$ cat src/rtl/seq_pkg.sv
// Shared types and constants for the Genius colour-sequence source.
// Holds the FSM state enum, LFSR constants, the classic colour table
// and the width helpers used to size ports from the parameters.
package seq_pkg;

  typedef enum logic [1:0] {
    S_IDLE = 2'd0,
    S_PLAY = 2'd1,
    S_DONE = 2'd2
  } state_t;

  localparam logic [15:0] LFSR_MASK    = 16'hB400;
  localparam logic [15:0] SEED_DEFAULT = 16'h0001;

  // Classic 16-entry game sequence, one-hot over four colours.
  localparam logic [3:0] CLASSIC_TBL [16] = '{
    4'b0001, 4'b0100, 4'b0010, 4'b1000,
    4'b0001, 4'b1000, 4'b0100, 4'b1000,
    4'b0010, 4'b1000, 4'b0001, 4'b0010,
    4'b1000, 4'b0001, 4'b0100, 4'b0010
  };

  // Round-length width: must hold MAX_LEN itself.
  function automatic int len_w(input int max_len);
    return $clog2(max_len + 1);
  endfunction

  // Index width: positions 0..MAX_LEN-1.
  function automatic int idx_w(input int max_len);
    return $clog2(max_len);
  endfunction

  // Colour-code width used to pick bits out of the LFSR.
  function automatic int ck_w(input int n_colors);
    return $clog2(n_colors);
  endfunction

endpackage

$ cat src/rtl/seq_gen_if.sv
// Colour stream interface: one colour per accepted beat.
// Source drives color_valid/color/index/last, sink drives color_ready.
// A beat transfers when color_valid & color_ready.
interface seq_gen_if #(
  parameter int N_COLORS = 4,
  parameter int IDX_W    = 4
);
  logic                color_valid;
  logic                color_ready;
  logic [N_COLORS-1:0] color;
  logic [IDX_W-1:0]    index;
  logic                last;

  modport master (
    output color_valid,
    output color,
    output index,
    output last,
    input  color_ready
  );

  modport slave (
    input  color_valid,
    input  color,
    input  index,
    input  last,
    output color_ready
  );
endinterface

$ cat src/rtl/seq_lfsr.sv
// Galois right-shift LFSR (mask 0xB400) with load and step controls.
// Latency: state updates one cycle after load/step; load wins over step.
// No backpressure: the owner decides when to step.
// Ports: clk, rst (async high), load/load_val, step, state (current value).
module seq_lfsr
  import seq_pkg::*;
#(
  parameter int W = 16
) (
  input  logic         clk,
  input  logic         rst,
  input  logic         load,
  input  logic [W-1:0] load_val,
  input  logic         step,
  output logic [W-1:0] state
);

  always_ff @(posedge clk or posedge rst) begin
    if (rst) begin
      state <= W'(SEED_DEFAULT);
    end else if (load) begin
      state <= load_val;
    end else if (step) begin
      state <= (state >> 1) ^ (state[0] ? W'(LFSR_MASK) : '0);
    end
  end

endmodule

$ cat src/rtl/seq_gen.sv
// Genius colour-sequence source: plays round_len colours from a table or seeded LFSR.
// Latency: start in cycle T gives the first colour valid in T+1; one colour per cycle.
// Backpressure: colour/index/last hold while color_ready is low; ready only affects next state.
// Ports: clk, rst (async high); seed_load/seed, start/round_len, abort control inputs;
//        cif (master) carries color_valid/color_ready/color/index/last;
//        done (pulse after final accept), busy (not idle), err (pulse on rejected start).
module seq_gen
  import seq_pkg::*;
#(
  parameter  int N_COLORS = 4,
  parameter  int MAX_LEN  = 16,
  parameter  int MODE     = 0,
  parameter  int LFSR_W   = 16,
  localparam int LEN_W    = len_w(MAX_LEN),
  localparam int IDX_W    = idx_w(MAX_LEN),
  localparam int CK       = ck_w(N_COLORS)
) (
  input  logic              clk,
  input  logic              rst,
  input  logic              seed_load,
  input  logic [LFSR_W-1:0] seed,
  input  logic              start,
  input  logic [LEN_W-1:0]  round_len,
  input  logic              abort,
  seq_gen_if.master         cif,
  output logic              done,
  output logic              busy,
  output logic              err
);

  if (MODE == 0 && N_COLORS != 4) begin : g_bad_table
    $error("seq_gen: the classic table needs N_COLORS == 4");
  end
  if (N_COLORS < 2 || N_COLORS > 8) begin : g_bad_colors
    $error("seq_gen: N_COLORS must be 2..8");
  end
  if (MAX_LEN < 2 || MAX_LEN > 256) begin : g_bad_len
    $error("seq_gen: MAX_LEN must be 2..256");
  end
  if (LFSR_W != 16) begin : g_bad_lfsr
    $error("seq_gen: only a 16-bit LFSR is supported");
  end

  state_t              state;
  logic [LFSR_W-1:0]   seed_reg;
  logic [LEN_W-1:0]    len;
  logic [IDX_W-1:0]    idx;
  logic [LFSR_W-1:0]   lfsr;
  logic [N_COLORS-1:0] color_d;
  logic [IDX_W+3:0]    idx_pad;
  logic [3:0]          tbl_idx;

  logic play;
  logic len_ok;
  logic at_last;
  logic lfsr_load;
  logic lfsr_step;

  assign play    = (state == S_PLAY);
  assign len_ok  = (round_len != '0) && (round_len <= LEN_W'(MAX_LEN));
  assign at_last = (LEN_W'(idx) == len - LEN_W'(1));

  // The LFSR is loaded from the seed register as it stood before this cycle,
  // so a seed_load in the same cycle as start only affects the next round.
  assign lfsr_load = (state == S_IDLE) & start & len_ok & ~abort;
  // No step on the final beat: the LFSR only has to cover entries 0..len-1.
  assign lfsr_step = play & cif.color_ready & ~at_last & ~abort;

  seq_lfsr #(.W(LFSR_W)) u_lfsr (
    .clk      (clk),
    .rst      (rst),
    .load     (lfsr_load),
    .load_val (seed_reg),
    .step     (lfsr_step),
    .state    (lfsr)
  );

  always_ff @(posedge clk or posedge rst) begin
    if (rst) begin
      state    <= S_IDLE;
      seed_reg <= LFSR_W'(SEED_DEFAULT);
      len      <= '0;
      idx      <= '0;
      err      <= 1'b0;
    end else begin
      err <= 1'b0;
      if (abort) begin
        state <= S_IDLE;
      end else begin
        case (state)
          S_IDLE: begin
            if (start) begin
              if (len_ok) begin
                len   <= round_len;
                idx   <= '0;
                state <= S_PLAY;
              end else begin
                err <= 1'b1;
              end
            end
            // A zero seed would lock the LFSR, so it is replaced.
            if (seed_load) begin
              seed_reg <= (seed == '0) ? LFSR_W'(SEED_DEFAULT) : seed;
            end
          end
          S_PLAY: begin
            if (cif.color_ready) begin
              if (at_last) begin
                state <= S_DONE;
              end else begin
                idx <= idx + IDX_W'(1);
              end
            end
          end
          S_DONE:  state <= S_IDLE;
          default: state <= S_IDLE;
        endcase
      end
    end
  end

  // Table index wraps every 16 entries regardless of IDX_W.
  assign idx_pad = {4'b0000, idx};
  assign tbl_idx = idx_pad[3:0];

  always_comb begin
    int v;
    color_d = '0;
    v       = int'(lfsr[CK-1:0]);
    if (v >= N_COLORS) begin
      v = v - N_COLORS;
    end
    if (play) begin
      if (MODE == 0) begin
        color_d = N_COLORS'(CLASSIC_TBL[tbl_idx]);
      end else begin
        color_d = N_COLORS'(1) << v;
      end
    end
  end

  assign cif.color_valid = play;
  assign cif.color       = color_d;
  assign cif.index       = play ? idx : '0;
  assign cif.last        = play & at_last;
  assign done            = (state == S_DONE);
  assign busy            = (state != S_IDLE);

  // Only the low CK LFSR bits and low four index bits select a colour.
  logic unused_bits;
  assign unused_bits = ^{lfsr, idx_pad[IDX_W+3:4]};

endmodule
$ cat src/flat_wrapper.sv
// flat-port wrapper written by rule: the top's interface ports become plain ports
module seq_gen_flat import seq_pkg::*;
#(
  parameter  int N_COLORS = 4,
  parameter  int MAX_LEN  = 16,
  parameter  int MODE     = 0,
  parameter  int LFSR_W   = 16,
  localparam int LEN_W    = len_w(MAX_LEN),
  localparam int IDX_W    = idx_w(MAX_LEN),
  localparam int CK       = ck_w(N_COLORS)
)
  (clk, rst, seed_load, seed, start, round_len, abort, done, busy, err, cif_color_valid, cif_color, cif_index, cif_last, cif_color_ready);
  seq_gen_if #(.N_COLORS(N_COLORS)) cif_i ();
  input  logic clk;
  input  logic rst;
  input  logic seed_load;
  input  logic [LFSR_W-1:0] seed;
  input  logic start;
  input  logic [LEN_W-1:0] round_len;
  input  logic abort;
  output logic done;
  output logic busy;
  output logic err;
  output wire logic [$bits(cif_i.color_valid)-1:0] cif_color_valid;
  output wire logic [$bits(cif_i.color)-1:0] cif_color;
  output wire logic [$bits(cif_i.index)-1:0] cif_index;
  output wire logic [$bits(cif_i.last)-1:0] cif_last;
  input wire logic [$bits(cif_i.color_ready)-1:0] cif_color_ready;
  assign cif_color_valid = cif_i.color_valid;
  assign cif_color = cif_i.color;
  assign cif_index = cif_i.index;
  assign cif_last = cif_i.last;
  assign cif_i.color_ready = cif_color_ready;
  seq_gen #(.N_COLORS(N_COLORS), .MAX_LEN(MAX_LEN), .MODE(MODE), .LFSR_W(LFSR_W)) u_core (.clk(clk), .rst(rst), .seed_load(seed_load), .seed(seed), .start(start), .round_len(round_len), .abort(abort), .cif(cif_i), .done(done), .busy(busy), .err(err));
endmodule
$ cat config.mk
export PLATFORM = sky130hd
export DESIGN_NAME = seq_gen_flat
export DESIGN_NICKNAME = d
export VERILOG_FILES = /design/src/rtl/seq_pkg.sv /design/src/rtl/seq_gen_if.sv /design/src/rtl/seq_lfsr.sv /design/src/rtl/seq_gen.sv /design/src/flat_wrapper.sv
export SDC_FILE = /design/constraint.sdc
export NUM_CORES = 1
export LEC_CHECK = 0
export ABC_AREA = 1
export CAP_MARGIN = 20
export CORE_MARGIN = 3
export CORE_UTILIZATION = 42
export DETAILED_ROUTE_END_ITERATION = 8
export GPL_ROUTABILITY_DRIVEN = 1
export GPL_TIMING_DRIVEN = 0
export PLACE_DENSITY = 0.8
export SLEW_MARGIN = 30
export SYNTH_ARGS = -nofsm -noshare
export SYNTH_HDL_FRONTEND = slang
export SYNTH_SLANG_ARGS = --single-unit
$ cat constraint.sdc
create_clock -name clk -period 1.86 [get_ports clk]
set_input_delay 0.372 -clock clk [delete_from_list [all_inputs] [get_ports clk]]
set_output_delay 0.372 -clock clk [all_outputs]
set_load 0.05 [all_outputs]
# Word-level counts from Yosys, hierarchy flattened
# Memory sizes are Yosys's and may differ from the RTL's.
# Index checks and enable logic that the tools add are counted.
[totals]
input_bits = 27
memories = 1
mem_bits_ro = 64
output_inout_bits = 13
word_cells = 50
reg_bits = 12
[memory_table]
columns = ["name", "words", "width", "rd", "rd_ports_with_merged_regs", "write_ports", "line_no", "rtl"]
rows = [
  ["(name not given)", 16, 4, 1, 0, 0, "seq_gen.sv:135", "color_d = N_COLORS'(CLASSIC_TBL[tbl_idx]);"],
]
[classes]
eq_ne = 11
n_addsub = 2
n_reduce_logical = 8
bitwise_logic = 3
order_cmp = 2
mux = 19
[ops]
columns = ["operator", "count"]
rows = [
  ["$mux 4", 8],
  ["$mux 2", 5],
  ["$ne 3x3->1 const B", 3],
  ["$pmux 4 s2", 1],
  ["$reduce_and 4->1", 2],
  ["$ne 2x2->1 const B", 3],
  ["$reduce_and 6->1", 1],
  ["$eq 4x5->1", 1],
  ["$ge 5x5->1 const B", 1],
  ["$le 5x5->1 const B", 1],
  ["$not 4->5", 1],
  ["$reduce_bool 5->1", 1],
  ["$sub 5x1->5 const B", 1],
  ["$add 4x1->4 const B", 1],
  ["$mux 1", 4],
  ["$pmux 2 s2", 1],
  ["$reduce_bool 2->1", 2],
  ["$ne 3x2->1 const B", 1],
  ["$eq 2x1->1 const B", 1],
  ["$eq 2x2->1 const B", 1],
  ["$logic_not 2->1", 1],
  ["$ne 2x1->1 const B", 1],
  ["$and 1x1->1", 1],
  ["$logic_and 1x1->1", 1],
  ["$not 1->1", 1],
]

# Longest topological paths before layout
# Gate-level depths: netlist of the first run.
[depth]
ltp_word = 6
mapped_depth = 12
depth_no_buf = 12

# Least setup slack after synthesis of the first run
# No wires, ideal clock.
[synth_timing]
kind = "reg-to-output"
from = "reg u_core.state[1]"
to = "out cif_color[1]"
arrival_ns = 2.161
path_slack_ns = -0.673
n_path_buf = 0
path_stages_with_launch = 4
required_ns = 1.488
cell_sequence = "dfrtp_1 nor2_4 inv_2 a211oi_1"
[synth_via]
elab_chain_cells = 2
[synth_rtl]
columns = ["element", "line_no", "rtl"]
rows = [
  ["from (decl)", "seq_gen.sv:44", "state_t state;"],
  ["from (signal assigned)", "seq_gen.sv:80", "state <= S_IDLE;"],
  ["from (signal assigned)", "seq_gen.sv:88", "state <= S_IDLE;"],
  ["from (signal assigned)", "seq_gen.sv:96", "state <= S_PLAY;"],
  ["$eq 2x1->1", "seq_gen.sv:59", "assign play = (state == S_PLAY);"],
  ["net cif_color_valid", "flat_wrapper.sv:24", "output wire logic [$bits(cif_i.color_valid)-1:0] cif_color_valid;"],
  ["$mux 4", "seq_gen.sv:133", "if (play) begin"],
  ["to (decl)", "flat_wrapper.sv:25", "output wire logic [$bits(cif_i.color)-1:0] cif_color;"],
]
# The timed path passes the listed nets, and every way through them passes these cells.

# Final worst setup path of the first run
[layout_timing]
from = "reg u_core.len[0]"
to = "out cif_last"
[layout_via]
elab_chain_cells = 3
[layout_rtl]
columns = ["element", "line_no", "rtl"]
rows = [
  ["from (decl)", "seq_gen.sv:46", "logic [LEN_W-1:0] len;"],
  ["from (signal assigned)", "seq_gen.sv:94", "len <= round_len;"],
  ["$sub 5x1->5", "seq_gen.sv:61", "assign at_last = (LEN_W'(idx) == len - LEN_W'(1));"],
  ["$eq 4x5->1", "seq_gen.sv:61", ""],
  ["$and 1x1->1", "seq_gen.sv:145", "assign cif.last = play & at_last;"],
  ["to (decl)", "flat_wrapper.sv:27", "output wire logic [$bits(cif_i.last)-1:0] cif_last;"],
]
# No other way between the ends.

==> results of run 1 <==
worst reg2reg max path, stage by stage (launching register included):
cell and delay [ns]:
dfrtp_1 0.40, inv_2 0.09, ha_4 0.20, nand2_1 0.05, inv_1 0.04, nor2_1 0.08, nand3_1 0.11, nor2_4 0.15
nand3_4 0.10, buf_4 0.15, buf_4 0.15, nand2_4 0.07, nand2_1 0.05, nand2_1 0.07
routing by layer:
metal | GRT usage | routed length [microns]
met5 | 0 | 0
met4 | 0.0747 | 37
met3 | 0.0582 | 167
met2 | 0.347 | 1500
met1 | 0.207 | 1140
stage by stage:
step,worst slack [ns],std cells,TNS (ns),util
finish,-0.223,220,-0.512,0.707
global route,-0.313,220,-0.874,0.707
CTS,-0.251,212,-0.379,0.648
detailed placement,-0.760,201,-3.18,0.599
global placement,-0.720,201,-2.95,0.599
floorplan,-0.205,152,-0.960,-
kinds of logic after synthesis:
group	after synthesis
simple gates	87
fa+ha+maj	5
flops	12
compound gates	20
buf+inv	28
final cells by class:
cell class	count	area, sq um	share of cell area
plain buffers	2	12.5	0.00850
flip-flops and latches	12	303	0.206
inverters	26	106	0.0722
multi-input cells	112	647	0.439
clock buffers	4	36.3	0.0246
well taps	27	33.8	0.0229
repair buffers	37	334	0.227
path summary, 6_finish.rpt:
kind / from / endpoint / slack [ns]
worst max-delay path: u_core.len[0] / cif_last / -0.22
worst min-delay path: rst / u_core.idx[3] / 0.39
worst max register to register: u_core.len[0] / u_core.idx[3] / 0.09
worst min register to register: u_core.len[1] / u_core.len[1] / 0.50
max in group asynchronous: rst / u_core.idx[0] / 1.13
min in group clk: u_core.len[1] / u_core.len[1] / 0.50
cells in the final DEF, fill, tap and decap left out:
cell type and instances:
a211oi_2 2, a21oi_1 7, a21oi_2 4, buf_12 1
buf_2 1, buf_4 17, buf_6 3, buf_8 1
clkbuf_2 1, clkbuf_4 6, clkbuf_8 1, clkdlybuf4s50_1 10
clkinvlp_4 1, dfrtp_1 10, dfrtp_2 2, dlygate4sd2_1 2
ha_2 1, ha_4 4, inv_1 14, inv_2 9
inv_4 2, nand2_1 43, nand2_2 1, nand2_4 1
nand3_1 14, nand3_4 1, nand4_1 2, nor2_1 19
nor2_2 2, nor2_4 3, nor3_1 1, o21ai_0 5
o21ai_1 2
power groups by stage:
stage	registers (mW)	clock network, mW	logic [mW]
finish	0.347	0.205	0.591
global route	0.352	0.223	0.647
CTS	0.343	0.212	0.524
detailed placement	0.347	0	0.447
global placement	0.345	0	0.433
floorplan	0.340	0	0.339
Yosys cell counts:
cell type	n	area share
nand3_4	1	0.018
o21ai_1	1	0.0051
ha_1	5	0.064
nor2_1	21	0.081
buf_2	2	0.010
inv_1	20	0.077
nor3_1	1	0.0051
nand2_1	43	0.17
dfrtp_1	12	0.31
nand4_1	2	0.013
a21oi_1	11	0.057
nand2_4	1	0.012
a211oi_1	2	0.015
nand2_2	1	0.0064
nand3_1	14	0.072
inv_2	6	0.023
o21ai_0	6	0.031
nor2_4	3	0.035
timing repair:
item,in CTS,in global routing
gates resized for setup,69,19
buffers inserted,7,8
cloned,0,0
pin swaps,5,6
setup endpoints to repair,12,10
flip-flops by register name (all words and copies together), names as in the netlist:
name and cells:
u_core.idx 4, u_core.err 1, u_core.state 2, u_core.len 5
==> results.toml, run 1 <==
[routing]
route.detailed.drc = 0
dr.pass1.iters = 4
routed_wl_mm = 2.84
antenna_left = 0
wire_per_inst_microns = 12.9
vias = 1132
drt-initial-drc-count = 38
avgViaCountPerCell = 5.15

[synth]
synthCells = 152
synth-simple-area-share = 0.408
synth-compound-area-share = 0.108
ys_types = 18
mappedNetlistArea_sq_um = 972
yosys_warnings = 0
synthAdderAreaFrac = 0.0644
yosysSeqAreaShare = 0.309
muxShareOfSynthArea = 0
syn_avg_cell_area_sq_um = 6.40
synth_nets = 184
yosys.area_share.xor_xnor = 0
ys_ff_latch = 12
synth_top_family_by_area = "simple AND/OR/NAND/NOR gates"

[setup_path]
cp.depth = 10
critPathKind = "register to output pin"
critPathRequiredTime_ns = 1.49
cpLargestDelayFamily = "simple AND/OR/NAND/NOR gates"
rr_worst_depth = 13
crit_arrival_ns = 1.71
start_kind = "register"
critPathBufInv = 4
cp_slowest_stage_delay_ns = 0.40
end_kind = "output pin"
cp_max_fo = 2
crit_slowest_cell = "dfrtp_1"
crit_path_cell_trace = "inv_2 > ha_4 > nand2_1 > inv_1 > nor2_1 > nand3_1 > nor2_4 > nand3_4 > clkinvlp_4 > buf_8"

[timing]
rsz0062_at_grt = "true"
hold_viol = 0
timing.final.crit_share = 1.12
setup_violations = 3
whs_ns = 0.394
worstMarginPinSlew_ns = 0.490
fin_worst_skew_ns = 0.00637
layout_setup_ws_ns = -0.223
fmax_mhz = 480
fin_crit_ns = 2.08
maxSlewViolCount = 0
relSlewSlack = 0.672

[power]
power.share.combinational = 0.517
clkPwrFrac = 0.179
total_power_mw = 1.14
vdd_drop_max_mv = 0.664
switching_share = 0.416
switchingPower_mw = 0.476
seq_power_share = 0.304
internal_power_mw = 0.668
power_leakage_nw = 0.711
power_density_mw_per_mm2 = 777

[finish]
final_cell_area_sq_mm = 0.00147
drive_above_1_share = 0.332
layout.nets = 226
synthToLayoutAreaGrowth_pct = 51.5
insertedDiodeCount = 0
fillerInstances = 172

[placed_design]
io_buffers = 22
dpl_cell_area_sq_mm = 0.00125
dp.final_hpwl_mm = 1.88
gp_congestion = 0.886

[die]
start_util = 0.467
die-area_sq_mm = 0.00293
die_h_microns = 54.1
fp-row-count = 16
fp.coreArea_sq_mm = 0.00208
fp.dieW_microns = 54.1
ios = 40

[job]
maxCapViolCount = 0

[clock_network]
postCtsHoldBufs = 0
clkLatencyLatePin_ns = 0.27
cts_tree = "done"
cts.htree.levels = 1
clk_pin_slew_ns = 0.08
cts_buffers = 3
cts_buffer_depth = 2
clkSinkCount = 12
cts-root-buf = "clkbuf_4"

[global_routing]
track_usage = 0.192
first_global_vias = 1032
grt_pass1_wl_mm = 4.11
antenna_found_initial = 0
grt_max_degree = 13
grt_overflow_total = 0

[hold_path]
min_path_type = "primary input to asynchronous set/reset pin"

[run_status]
violations = "negative setup slack"
status = "finished with violations"
No activity file was read; power rests on OpenSTA's default activity.
==> inputs of run 2 (changes only) <==
- CTS_BUF_LIST: not set -> sky130_fd_sc_hd__clkbuf_16
==> run 2 against run 1 <==
Non-clock buffer count fell by 4. Clock power is 90% higher. The run still ends with negative setup slack left. Sequential power about the same. Critical path depth is the same.
==> results.toml, run 2 (synthesized netlist as in run 1, its figures left out) <==
[setup_path]
crit_arrival_ns = 1.67
rrSetupSlack_ns = 0.10
start_kind = "register"
end_kind = "output pin"
r2r-end = "u_core.idx[1]"
crit_slowest_cell = "dfrtp_1"
reg2reg_from = "u_core.len[1]"
cp_slowest_stage_delay_ns = 0.38
critPathRequiredTime_ns = 1.49
cpLargestDelayFamily = "simple AND/OR/NAND/NOR gates"
cp_max_fo = 3
crit_path_cell_trace = "inv_2 > ha_4 > nand2_1 > inv_1 > nor2_1 > nand3_1 > nor2_4 > nand3_4 > clkinvlp_4 > buf_8"
critPathKind = "register to output pin"
critPathBufInv = 4
rr_worst_depth = 13

[clock_network]
clkLatencyLatePin_ns = 0.24
clk_pin_slew_ns = 0.04
clkSinkCount = 12
cts-root-buf = "clkbuf_16"
cts_tree = "done"
cts_buffers = 3
cts_buffer_depth = 2
cts.htree.levels = 1
postCtsHoldBufs = 0

[placed_design]
dp.final_hpwl_mm = 1.88
placedCellCount = 201
gp_congestion = 0.886
dpl_cell_area_sq_mm = 0.00125
io_buffers = 22

[power]
switchingPower_mw = 0.479
clkPwrFrac = 0.303
power.share.combinational = 0.429
power_leakage_nw = 0.707
internal_power_mw = 0.807
switching_share = 0.372
power_density_mw_per_mm2 = 891
seq_power_share = 0.268
vdd_drop_max_mv = 0.897

[finish]
synthToLayoutAreaGrowth_pct = 48.5
drive_above_1_share = 0.296
layout.nets = 222
regMostFlops = "u_core.len"
layout_commonest_cell = "nand2_1"
reg_top3 = "u_core.len x5, u_core.idx x4, u_core.state x2"
largest_register_ff_count = 5
final_cell_mix = "nand2_1, nor2_1, inv_1, nand3_1, buf_4"
insertedDiodeCount = 0
final_cell_area_sq_mm = 0.00144
fin_cells = 216
fillerInstances = 183

[die]
fp.dieW_microns = 54.1
fp-row-count = 16
ios = 40
die-area_sq_mm = 0.00293
start_util = 0.467
fp.coreArea_sq_mm = 0.00208
die_h_microns = 54.1

[job]
maxCapViolCount = 0

[routing]
avgViaCountPerCell = 4.92
routed_wl_mm = 2.64
route.detailed.drc = 0
antenna_left = 0
wire_per_inst_microns = 12.2
vias = 1062
drt-initial-drc-count = 44
dr.pass1.iters = 4

[hold_path]
min_path_type = "primary input to asynchronous set/reset pin"

[global_routing]
grt_overflow_total = 0
first_global_vias = 1007
grt_pass1_wl_mm = 4.03
antenna_found_initial = 0
grt_max_degree = 13
track_usage = 0.191

[run_status]
status = "finished with violations"
violations = "negative setup slack"

[timing]
worstMarginPinSlew_ns = 0.490
fin_worst_skew_ns = 0.00282
fin_crit_ns = 2.04
hold_viol = 0
layout_setup_ws_ns = -0.178
relSlewSlack = 0.672
rsz0062_at_grt = "true"
setup_violations = 2
whs_ns = 0.442
timing.final.crit_share = 1.10
fmax_mhz = 491
maxSlewViolCount = 0
run 2: changes by cell type in the layout (fill, tap and decap cells not counted), sizes merged:
cell,change
clkbuf,-1
buf,-5
clkinv,+1
dlygate4sd2,+1
run 2: repair_timing:
item                                    CTS  global route
endpoints found under the setup margin   12             9
buffers inserted                          5             6
resized for setup                        65            11
pin swaps                                 5             3
run 2: power groups by stage:
| stage | clock network (mW) | logic [mW] | registers (mW) |
|---|---|---|---|
| finish | 0.389 | 0.552 | 0.345 |
| global placement | 0 | 0.433 | 0.345 |
| CTS | 0.397 | 0.507 | 0.344 |
| detailed placement | 0 | 0.447 | 0.347 |
| floorplan | 0 | 0.339 | 0.340 |
| global route | 0.414 | 0.601 | 0.351 |
run 2: layout make-up:
class                      instances  area [sq um]  area share
buffer                             2          10.0     0.00693
clock buffer                       3          75.1      0.0520
clock inverter                     1          3.75     0.00260
inverter                          26           104      0.0719
multi-input combinational        112           622       0.431
sequential                        12           303       0.210
tap                               27          33.8      0.0234
timing repair buffer              33           293       0.203
run 2: per-layer routing:
layer / GRT usage / part of all wire
met1: 0.209 / 0.42
met2: 0.347 / 0.52
met3: 0.0554 / 0.042
met4: 0.0664 / 0.014
met5: 0 / 0
run 2: metrics by stage:
stage / setup WS, ns / util / power [mW] / TNS, ns
floorplan: -0.205 / - / 0.679 / -0.960
global placement: -0.720 / 0.599 / 0.778 / -2.95
detailed placement: -0.760 / 0.599 / 0.794 / -3.18
CTS: -0.210 / 0.657 / 1.25 / -0.254
global route: -0.269 / 0.694 / 1.37 / -0.530
finish: -0.178 / 0.694 / 1.29 / -0.183
run 2: worst max path at each step:
stage,start,endpoint,slack (ns),depth (start not counted)
floorplan,u_core.state[1],cif_color[1],-0.20,3
global placement,u_core.len[0],cif_last,-0.72,10
detailed placement,u_core.len[0],cif_last,-0.76,10
CTS,u_core.len[1],cif_last,-0.21,10
global route,u_core.len[1],cif_last,-0.27,10
finish,u_core.len[1],cif_last,-0.18,10
==> inputs of run 3 (changes only) <==
- clock period: 1.86 -> 2.05 ns (I/O delays scaled with it)
==> run 3 against run 2 <==
Clock power shrank 8.5%. Global-route usage shrank 0.81 points. Non-clock buffer count is 6 lower. The run still ends with negative setup slack left. Count of clock-buffer cells in the layout stayed put. Sequential cell count did not move. Core utilization down 3.1 points.
==> results.toml, run 3 (synthesized netlist as in run 1, its figures left out) <==
[run_status]
status = "finished with violations"
violations = "negative setup slack"

[finish]
fillerInstances = 180
largest_register_ff_count = 5
reg_top3 = "u_core.len x5, u_core.idx x4, u_core.state x2"
insertedDiodeCount = 0
final_cell_area_sq_mm = 0.00138
final_cell_mix = "nand2_1, nor2_1, inv_1"
drive_above_1_share = 0.235
regMostFlops = "u_core.len"
layout.nets = 216
synthToLayoutAreaGrowth_pct = 41.8
multi_input_area_sq_um = 603
post-route-util = 0.662
layout_commonest_cell = "nand2_1"
regArea_sq_um = 303

[timing]
timing.final.crit_share = 1.00
layout_setup_ws_ns = -0.00505
fin_worst_skew_ns = 0.00150
fin_crit_ns = 2.06
rsz0062_at_grt = "true"
setup_violations = 1
tns_ns = -0.00505
relSlewSlack = 0.664
hold_viol = 0
fmax_mhz = 487
maxSlewViolCount = 0
worstMarginPinSlew_ns = 0.503

[clock_network]
cts_buffer_depth = 2
clk_pin_slew_ns = 0.04
clkLatencyLatePin_ns = 0.24
cts_tree = "done"
cts_buffers = 3
cts.htree.levels = 1
cts-root-buf = "clkbuf_16"
clkSinkCount = 12

[hold_path]
min_path_type = "primary input to asynchronous set/reset pin"

[global_routing]
track_usage = 0.183
grt_pass1_wl_mm = 3.95
first_global_vias = 983
antenna_found_initial = 0
grt_overflow_total = 0
grt_max_degree = 13

[setup_path]
cp_max_fo = 3
reg2reg_from = "u_core.len[1]"
rrSetupSlack_ns = 0.43
crit_arrival_ns = 1.65
critPathRequiredTime_ns = 1.64
r2r-end = "u_core.idx[2]"
crit_start = "u_core.len[1]"
start_kind = "register"
rr_worst_depth = 12
end_kind = "output pin"
crit_path_end = "cif_last"
critPathKind = "register to output pin"

[placed_design]
dp.final_hpwl_mm = 1.84
gp_congestion = 0.877
io_buffers = 22
dpl_cell_area_sq_mm = 0.00124

[job]
maxCapViolCount = 0

[die]
die_h_microns = 54.1
die-area_sq_mm = 0.00293
ios = 40
start_util = 0.467
fp.dieW_microns = 54.1
fp-row-count = 16
fp.coreArea_sq_mm = 0.00208

[routing]
drt-initial-drc-count = 37
vias = 1085
routed_wl_mm = 2.53
antenna_left = 0
route.detailed.drc = 0
dr.pass1.iters = 4
avgViaCountPerCell = 5.17
wire_per_inst_microns = 12.0

[power]
power_leakage_nw = 0.696
power_density_mw_per_mm2 = 827
total_power_mw = 1.14
vdd_drop_max_mv = 0.525
==> run 3: cell types whose count changed in the layout (fill, tap and decap cells not counted), moves of 2 or more <==
cell	previous run	this run
clkdlybuf4s15_2	0	3
a21oi_1	7	10
buf_4	11	6
a21oi_2	4	1
buf_2	3	5
clkbuf_4	4	0
ha_1	1	3
buf_6	3	1
ha_2	2	0
==> run 3: final cells by class <==
type / instances / share of cell area
Clock inverter: 1 / 0.00272
Buffer: 2 / 0.00726
Multi-Input combinational cell: 112 / 0.437
Tap cell: 27 / 0.0245
Timing Repair Buffer: 27 / 0.181
Clock buffer: 3 / 0.0544
Inverter: 26 / 0.0726
Sequential cell: 12 / 0.220
==> run 3: power breakdown <==
group	internal (mW)	switching, mW
combinational	0.182	0.287
sequential	0.275	0.0395
clock	0.257	0.0995
==> run 3: worst min-delay path by stage <==
stage | start | endpoint | slack, ns | cells after the start
6_report | rst | u_core.state[0] | 0.50 | 2
2_1_floorplan | rst | u_core.err | 0.27 | 1
3_5_place_dp | u_core.len[1] | u_core.len[1] | 0.50 | 2
5_1_grt | u_core.len[4] | u_core.len[4] | 0.54 | 2
3_3_place_gp | u_core.len[1] | u_core.len[1] | 0.47 | 2
4_1_cts | u_core.len[1] | u_core.len[1] | 0.51 | 2
==> run 3: critical path: stages (launching register included) <==
cell and delay (ns):
dfrtp_1 0.39, inv_2 0.10, ha_4 0.21, nand2_1 0.06
inv_1 0.04, nor2_1 0.07, nand3_1 0.11, nor2_4 0.14
nand3_4 0.08, inv_2 0.07, buf_8 0.13
==> run 3: timing repair <==
action,CTS,global route
resized for setup,40,19
endpoints found under the setup margin,11,7
pin swaps,2,3
hold buffers,0,0
buffers inserted,2,3
==> run 3: through the flow <==
| step | hold WS, ns | worst slack, ns | std cells |
|---|---|---|---|
| 5_1_grt | 0.544 | -0.0751 | 210 |
| 2_1_floorplan | 0.275 | -0.0526 | 152 |
| 3_3_place_gp | 0.474 | -0.542 | 201 |
| 3_5_place_dp | 0.497 | -0.586 | 201 |
| 4_1_cts | 0.508 | -0.104 | 207 |
| 6_report | 0.504 | -0.00505 | 210 |
==> run 3: per-layer routing <==
layer | track usage | part of all wire
met3 | 0.0360 | 0.063
met5 | 0 | 0
met2 | 0.331 | 0.51
met1 | 0.216 | 0.42
met4 | 0.0539 | 0.0016
==> edit 1 (flow settings as in run 3) <==
`MODE` is set to 0 in 2 places; all go to 1.
--- a/src/rtl/seq_gen.sv
+++ b/src/rtl/seq_gen.sv
@@ -11,3 +11,3 @@
   parameter  int MAX_LEN  = 16,
-  parameter  int MODE     = 0,
+  parameter  int MODE     = 1,
   parameter  int LFSR_W   = 16,
--- a/src/flat_wrapper.sv
+++ b/src/flat_wrapper.sv
@@ -5,3 +5,3 @@
   parameter  int MAX_LEN  = 16,
-  parameter  int MODE     = 0,
+  parameter  int MODE     = 1,
   parameter  int LFSR_W   = 16,
Formal check against the unedited RTL: not equivalent (Yosys sat finds a counterexample within 4 cycles, from zero or initial values and one cycle with rst high).
==> edit 1 against run 3 <==
Clock power grew to 2.6 times the old value; die area is 130% higher; largest power group is now sequential cells; critical path type unchanged; first-iteration DRC count grew to 4.6 times the old value; critical path depth stayed put; sequential share of layout area is 12 points higher; the run still ends with setup timing left; highest routed layer unchanged; cell area is 140% higher; sequential cell count is 32 higher; synthesized area grew to 2.6 times the old value; power grew to 2.8 times the old value; setup slack worse by 140 ps; wire length is 130% higher.
==> edit 1: results (changes against run 3) <==
[final_layout]
final_net_count=387  ; +79%
final.fill_count=506  ; +180%
syn2layout_area_growth_pct=31.1
drive_gt1_frac=0.214  ; -0.0205

[detailed_routing]
dr.pass1.iters=4  ; unchanged
vias=2278  ; +110%
viasPerCell=5.29  ; +2.3%
wl_um=5920  ; +130%
drt_iter0_markers=172  ; +360%

[clocking]
clk_pin_slew_ps=60  ; +20 ps
htree_levels=2  ; +1
clkLatencyLatePin_ps=290  ; +50 ps
cts_made_buffers=5  ; +2

[placement]
placed_cell_area_mm2=0.00306  ; +150%
dp_cells=420  ; +110%
dp_hpwl_um=4320  ; +130%
dp_slack_ps=-814  ; -228 ps
io_buffers=39  ; +77%
gp_congestion=0.856  ; -2.3%

[sta]
worst_pin_slew_ps=524  ; +21.2 ps
setup_violations=1  ; unchanged
worst_slack_ps=-142  ; -137 ps
skew_ps=4.31  ; +2.81 ps

[global_routing]
grt_pass1_wl_um=10300  ; +160%
grt_use_total=0.178  ; -0.00459
grt_max_degree=25  ; +12
grt_pass1_vias=2235  ; +130%

[setup_path]
ff2ff_setup_slack_ps=180  ; -250 ps
crit_family=simple AND/OR/NAND/NOR gates
r2r-end=u_core.u_lfsr.state[15]
path_max_fanout=4  ; +1
cp_data_arrival_time_ps=1780  ; +130 ps

[yosys]
yosys-top-cells-area=dfrtp_1 (42%), nand2_1 (12%), nand3_1 (8.9%)
seq_area_frac_synth=0.444  ; +0.135
synthTopCellsByCount=nand2_1 (82), nand3_1 (44), dfrtp_1 (42)
synth.net_count=337  ; +83%
synth_cells=308  ; +100%

[pwr]
leakagePower_uw=0.00161  ; +130%
ir_drop_mv=0.514  ; -2.1%

[run_status]
violations=setup timing
outcome=finished with violations

==> edit 1: what timing repair did <==
action	4_1_cts	5_1_grt
gates resized for setup	64	2
setup buffers	6	0
endpoints found under the setup margin	12	9
pin swaps	2	2
cloned	0	0
==> edit 1: area by class of cell <==
type / instances / area share
Multi-Input combinational cell: 219 / 0.383
Buffer: 14 / 0.0303
Inverter: 28 / 0.0334
Timing Repair Buffer: 46 / 0.135
Sequential cell: 44 / 0.339
Clock inverter: 3 / 0.0131
Clock buffer: 5 / 0.0384
Tap cell: 72 / 0.0276
==> edit 1: worst max-delay path by stage <==
stage	start	endpoint	slack (ps)	cells past startpoint
2_1_floorplan	u_core.state[0]	cif_color[1]	40	5
3_3_place_gp	u_core.len[0]	cif_last	-740	11
3_5_place_dp	u_core.len[0]	cif_last	-810	11
4_1_cts	u_core.len[1]	cif_last	-190	11
5_1_grt	u_core.len[1]	cif_last	-210	10
6_report	u_core.len[1]	cif_last	-140	10
==> edit 1: per-stage QoR <==
| step | setup TNS, ps | hold WS, ps |
|---|---|---|
| floorplan | 0 | 465 |
| global placement | -15590 | 479 |
| detailed placement | -3510 | 484 |
| CTS | -195 | 498 |
| global route | -207 | 522 |
| finish | -142 | 483 |
==> edit 1: logic make-up after synthesis <==
| logic type | after synthesis | share of synthesized area |
|---|---|---|
| AOI/OAI and AO/OA | 11 | 0.0226 |
| xor gates and xnor gates | 4 | 0.0141 |
| adders and majority gates | 2 | 0.0101 |
| buffers and inverters | 45 | 0.0871 |
| DFF | 44 | 0.444 |
| muxes | 15 | 0.0679 |
| and+or+nand+nor | 187 | 0.354 |
==> edit 1: per-layer routing <==
metal | vias up | wire [um] | track usage
met3 | 5 | 285 | 0.0208
met2 | 69 | 3030 | 0.304
met4 | 0 | 69 | 0.0654
li1 | 1120 | - | -
met5 | - | 0 | 0
met1 | 1084 | 2540 | 0.232
==> edit 1: power breakdown <==
part / switching (uW) / total, uW / internal, uW
clock network: 335 / 908 / 573
logic: 543 / 947 / 405
registers: 180 / 1300 / 1120
total: 1060 / 3150 / 2090
==> edit 1: worst reg2reg max path: cells and delay by family (launching register included) <==
kind / cells / cell delay, ps
adders and majority gates: 1 / 210
buffers and inverters: 4 / 490
DFF: 1 / 380
and+or+nand+nor: 7 / 680
==> edit 2 (settings of run 3) <==
Without the edit above. Reset style: synchronous (`rst`), changed in 2 clocked blocks. Comments in the files are not updated.
--- a/src/rtl/seq_lfsr.sv
+++ b/src/rtl/seq_lfsr.sv
@@ -17,3 +17,3 @@
 
-  always_ff @(posedge clk or posedge rst) begin
+  always_ff @(posedge clk) begin
     if (rst) begin
--- a/src/rtl/seq_gen.sv
+++ b/src/rtl/seq_gen.sv
@@ -77,3 +77,3 @@
 
-  always_ff @(posedge clk or posedge rst) begin
+  always_ff @(posedge clk) begin
     if (rst) begin
Behaviour: differs if rst is asserted again (counterexample within 4 cycles, from zero or initial values and one cycle with rst high); with rst held inactive, the same outputs for 10 cycles.
==> edit 2 against run 3 <==
The run still ends with setup timing left; critical path depth rose by 1; cell area up 6.1%; wire length increased by 11%; setup slack got worse by 16 ps; synthesized area fell by 3.1%; sequential cell count stayed put.
Power is not compared: it rests on default switching activity, and its combinational part moved more than twofold at a synthesized area within 25%.
==> edit 2: results (changes against run 3) <==
[yosys]
ys_warn_count=0  ; unchanged
seq_area_frac_synth=0.255  ; -0.0539
synth.net_count=182  ; -1.1%
synth_ff_type=dfxtp_1
ys_async_sr_fraction=0  ; -1.00
synth_cell_types=23  ; +5
yosys-top-cells-area=dfxtp_1 (25%), nand2_1 (16%), inv_1 (10%)
synthTopCellsByCount=nand2_1 (39), inv_1 (26), nor2_1 (21)

[detailed_routing]
drt_iter0_markers=28  ; -24%
wl_um=2800  ; +11%
vias=1122  ; +3.4%
dr.pass1.iters=6  ; +2

[pwr]
p_sw_frac=0.303
leakagePower_uw=0.000682
ir_drop_mv=0.408

[global_routing]
grt_pass1_vias=1040  ; +5.8%
grt_max_degree=11  ; -2
grt_pass1_wl_um=4350  ; +10%
antenna_found_initial=0  ; unchanged
grt_use_total=0.207  ; +0.0240

[run_status]
outcome=finished with violations
violations=setup timing

[setup_path]
path_max_fanout=3  ; unchanged
crit_slowest_cell=dfxtp_2
max_stage_delay_ps=340  ; -50 ps
crit_family=simple AND/OR/NAND/NOR gates
cp_data_arrival_time_ps=1660

[final_layout]
final.fill_count=167  ; -7.2%
diodes=0  ; unchanged
reg_top3=u_core.len: 5 flops, u_core.idx: 4 flops, u_core.state: 2 flops
final_net_count=219  ; +1.4%
drive_gt1_frac=0.328  ; +0.0930

[clocking]
cts_buffer_depth=2  ; unchanged
clkLatencyLatePin_ps=240  ; about the same
cts_made_buffers=3  ; unchanged
htree_levels=1  ; unchanged
root_buffer=clkbuf_16
clk_pin_slew_ps=40  ; about the same

[sta]
worst_slack_ps=-20.9  ; -15.8 ps
worst_pin_slew_ps=497  ; -5.68 ps
skew_ps=2.41  ; +0.905 ps
setup_violations=1  ; unchanged

[placement]
dp_slack_ps=-560  ; +26.4 ps
gp_congestion=0.771  ; -12%
dp_hpwl_um=1800  ; -2.1%
io_buffers=22  ; unchanged

[hold_path]
holdCritPathClass=reg -> reg

-- edit 2: cell count changes in the layout (fill, tap and decap cells not counted), moves of 3 or more --
cell     before  now
nor2_1       21   18
nand3_1      14    8
buf_4         6   12
nand2_1      43   37
dfxtp_1       0    6
buf_2         5    2
dfxtp_2       0    3
dfrtp_1      10    0
a21oi_1      10    7
dfxtp_4       0    3
nand4_1       2    6
-- edit 2: per-stage QoR --
step / cells / instance area [um2] / setup TNS, ps
2_1_floorplan: 150 / 992 / -975
3_3_place_gp: 199 / 1250 / -2630
3_5_place_dp: 199 / 1250 / -2960
4_1_cts: 205 / 1370 / -30.9
5_1_grt: 213 / 1460 / -95.5
6_report: 213 / 1460 / -20.9
-- edit 2: area by class of cell --
type,count,area (um2),area share
plain buffers,1,7.51,0.00513
inverters,30,129,0.0881
multi-input cells,107,669,0.458
well taps,27,33.8,0.0231
repair buffers,32,289,0.198
flip-flops and latches,12,255,0.175
clock inverters,1,3.75,0.00257
clock buffers,3,75.1,0.0513
-- edit 2: what timing repair did --
item,in CTS,in global routing
setup buffers,2,8
gates cloned,0,0
pin swaps,4,8
hold endpoints to repair,0,0
gates resized for setup,57,17
setup endpoints to repair,11,7
-- edit 2: power groups by stage --
stage               Clock, uW  Sequential, uW  Combinational (uW)
floorplan                   0             262                 133
global placement            0             262                 182
detailed placement          0             263                 188
CTS                       361             260                 198
global route              378             263                 252
finish                    361             261                 229
-- edit 2: logic make-up (layout without fill, tap and decap cells) --
kind of cell | Yosys count | count (layout) | share of synthesized area
flops | 12 | 12 | 0.255
compound gates | 20 | 20 | 0.137
simple gates | 82 | 82 | 0.416
buf+inv | 31 | 67 | 0.126
fa+ha+maj | 5 | 5 | 0.0664
-- edit 2: worst paths after layout --
path	from	to	slack, ps	cells after the start
max	u_core.len[0]	cif_last	-20	11
min	u_core.len[4]	u_core.len[4]	470	2
max reg2reg	u_core.idx[3]	u_core.idx[3]	260	11
min reg2reg	u_core.len[4]	u_core.len[4]	470	2
-- edit 2: worst min-delay path: stages (launching register included) --
cell and delay [ps]:
dfxtp_1 300, inv_1 70, a21oi_1 60
-- edit 2: per-layer routing --
| layer | routed length (um) | share of wire | vias to the layer above | GRT usage |
|---|---|---|---|---|
| met5 | 0 | 0 | - | 0 |
| met4 | 74 | 0.026 | 0 | 0.102 |
| met1 | 1130 | 0.40 | 519 | 0.237 |
| met2 | 1460 | 0.52 | 38 | 0.367 |
| li1 | - | - | 555 | - |
| met3 | 134 | 0.048 | 10 | 0.0282 |
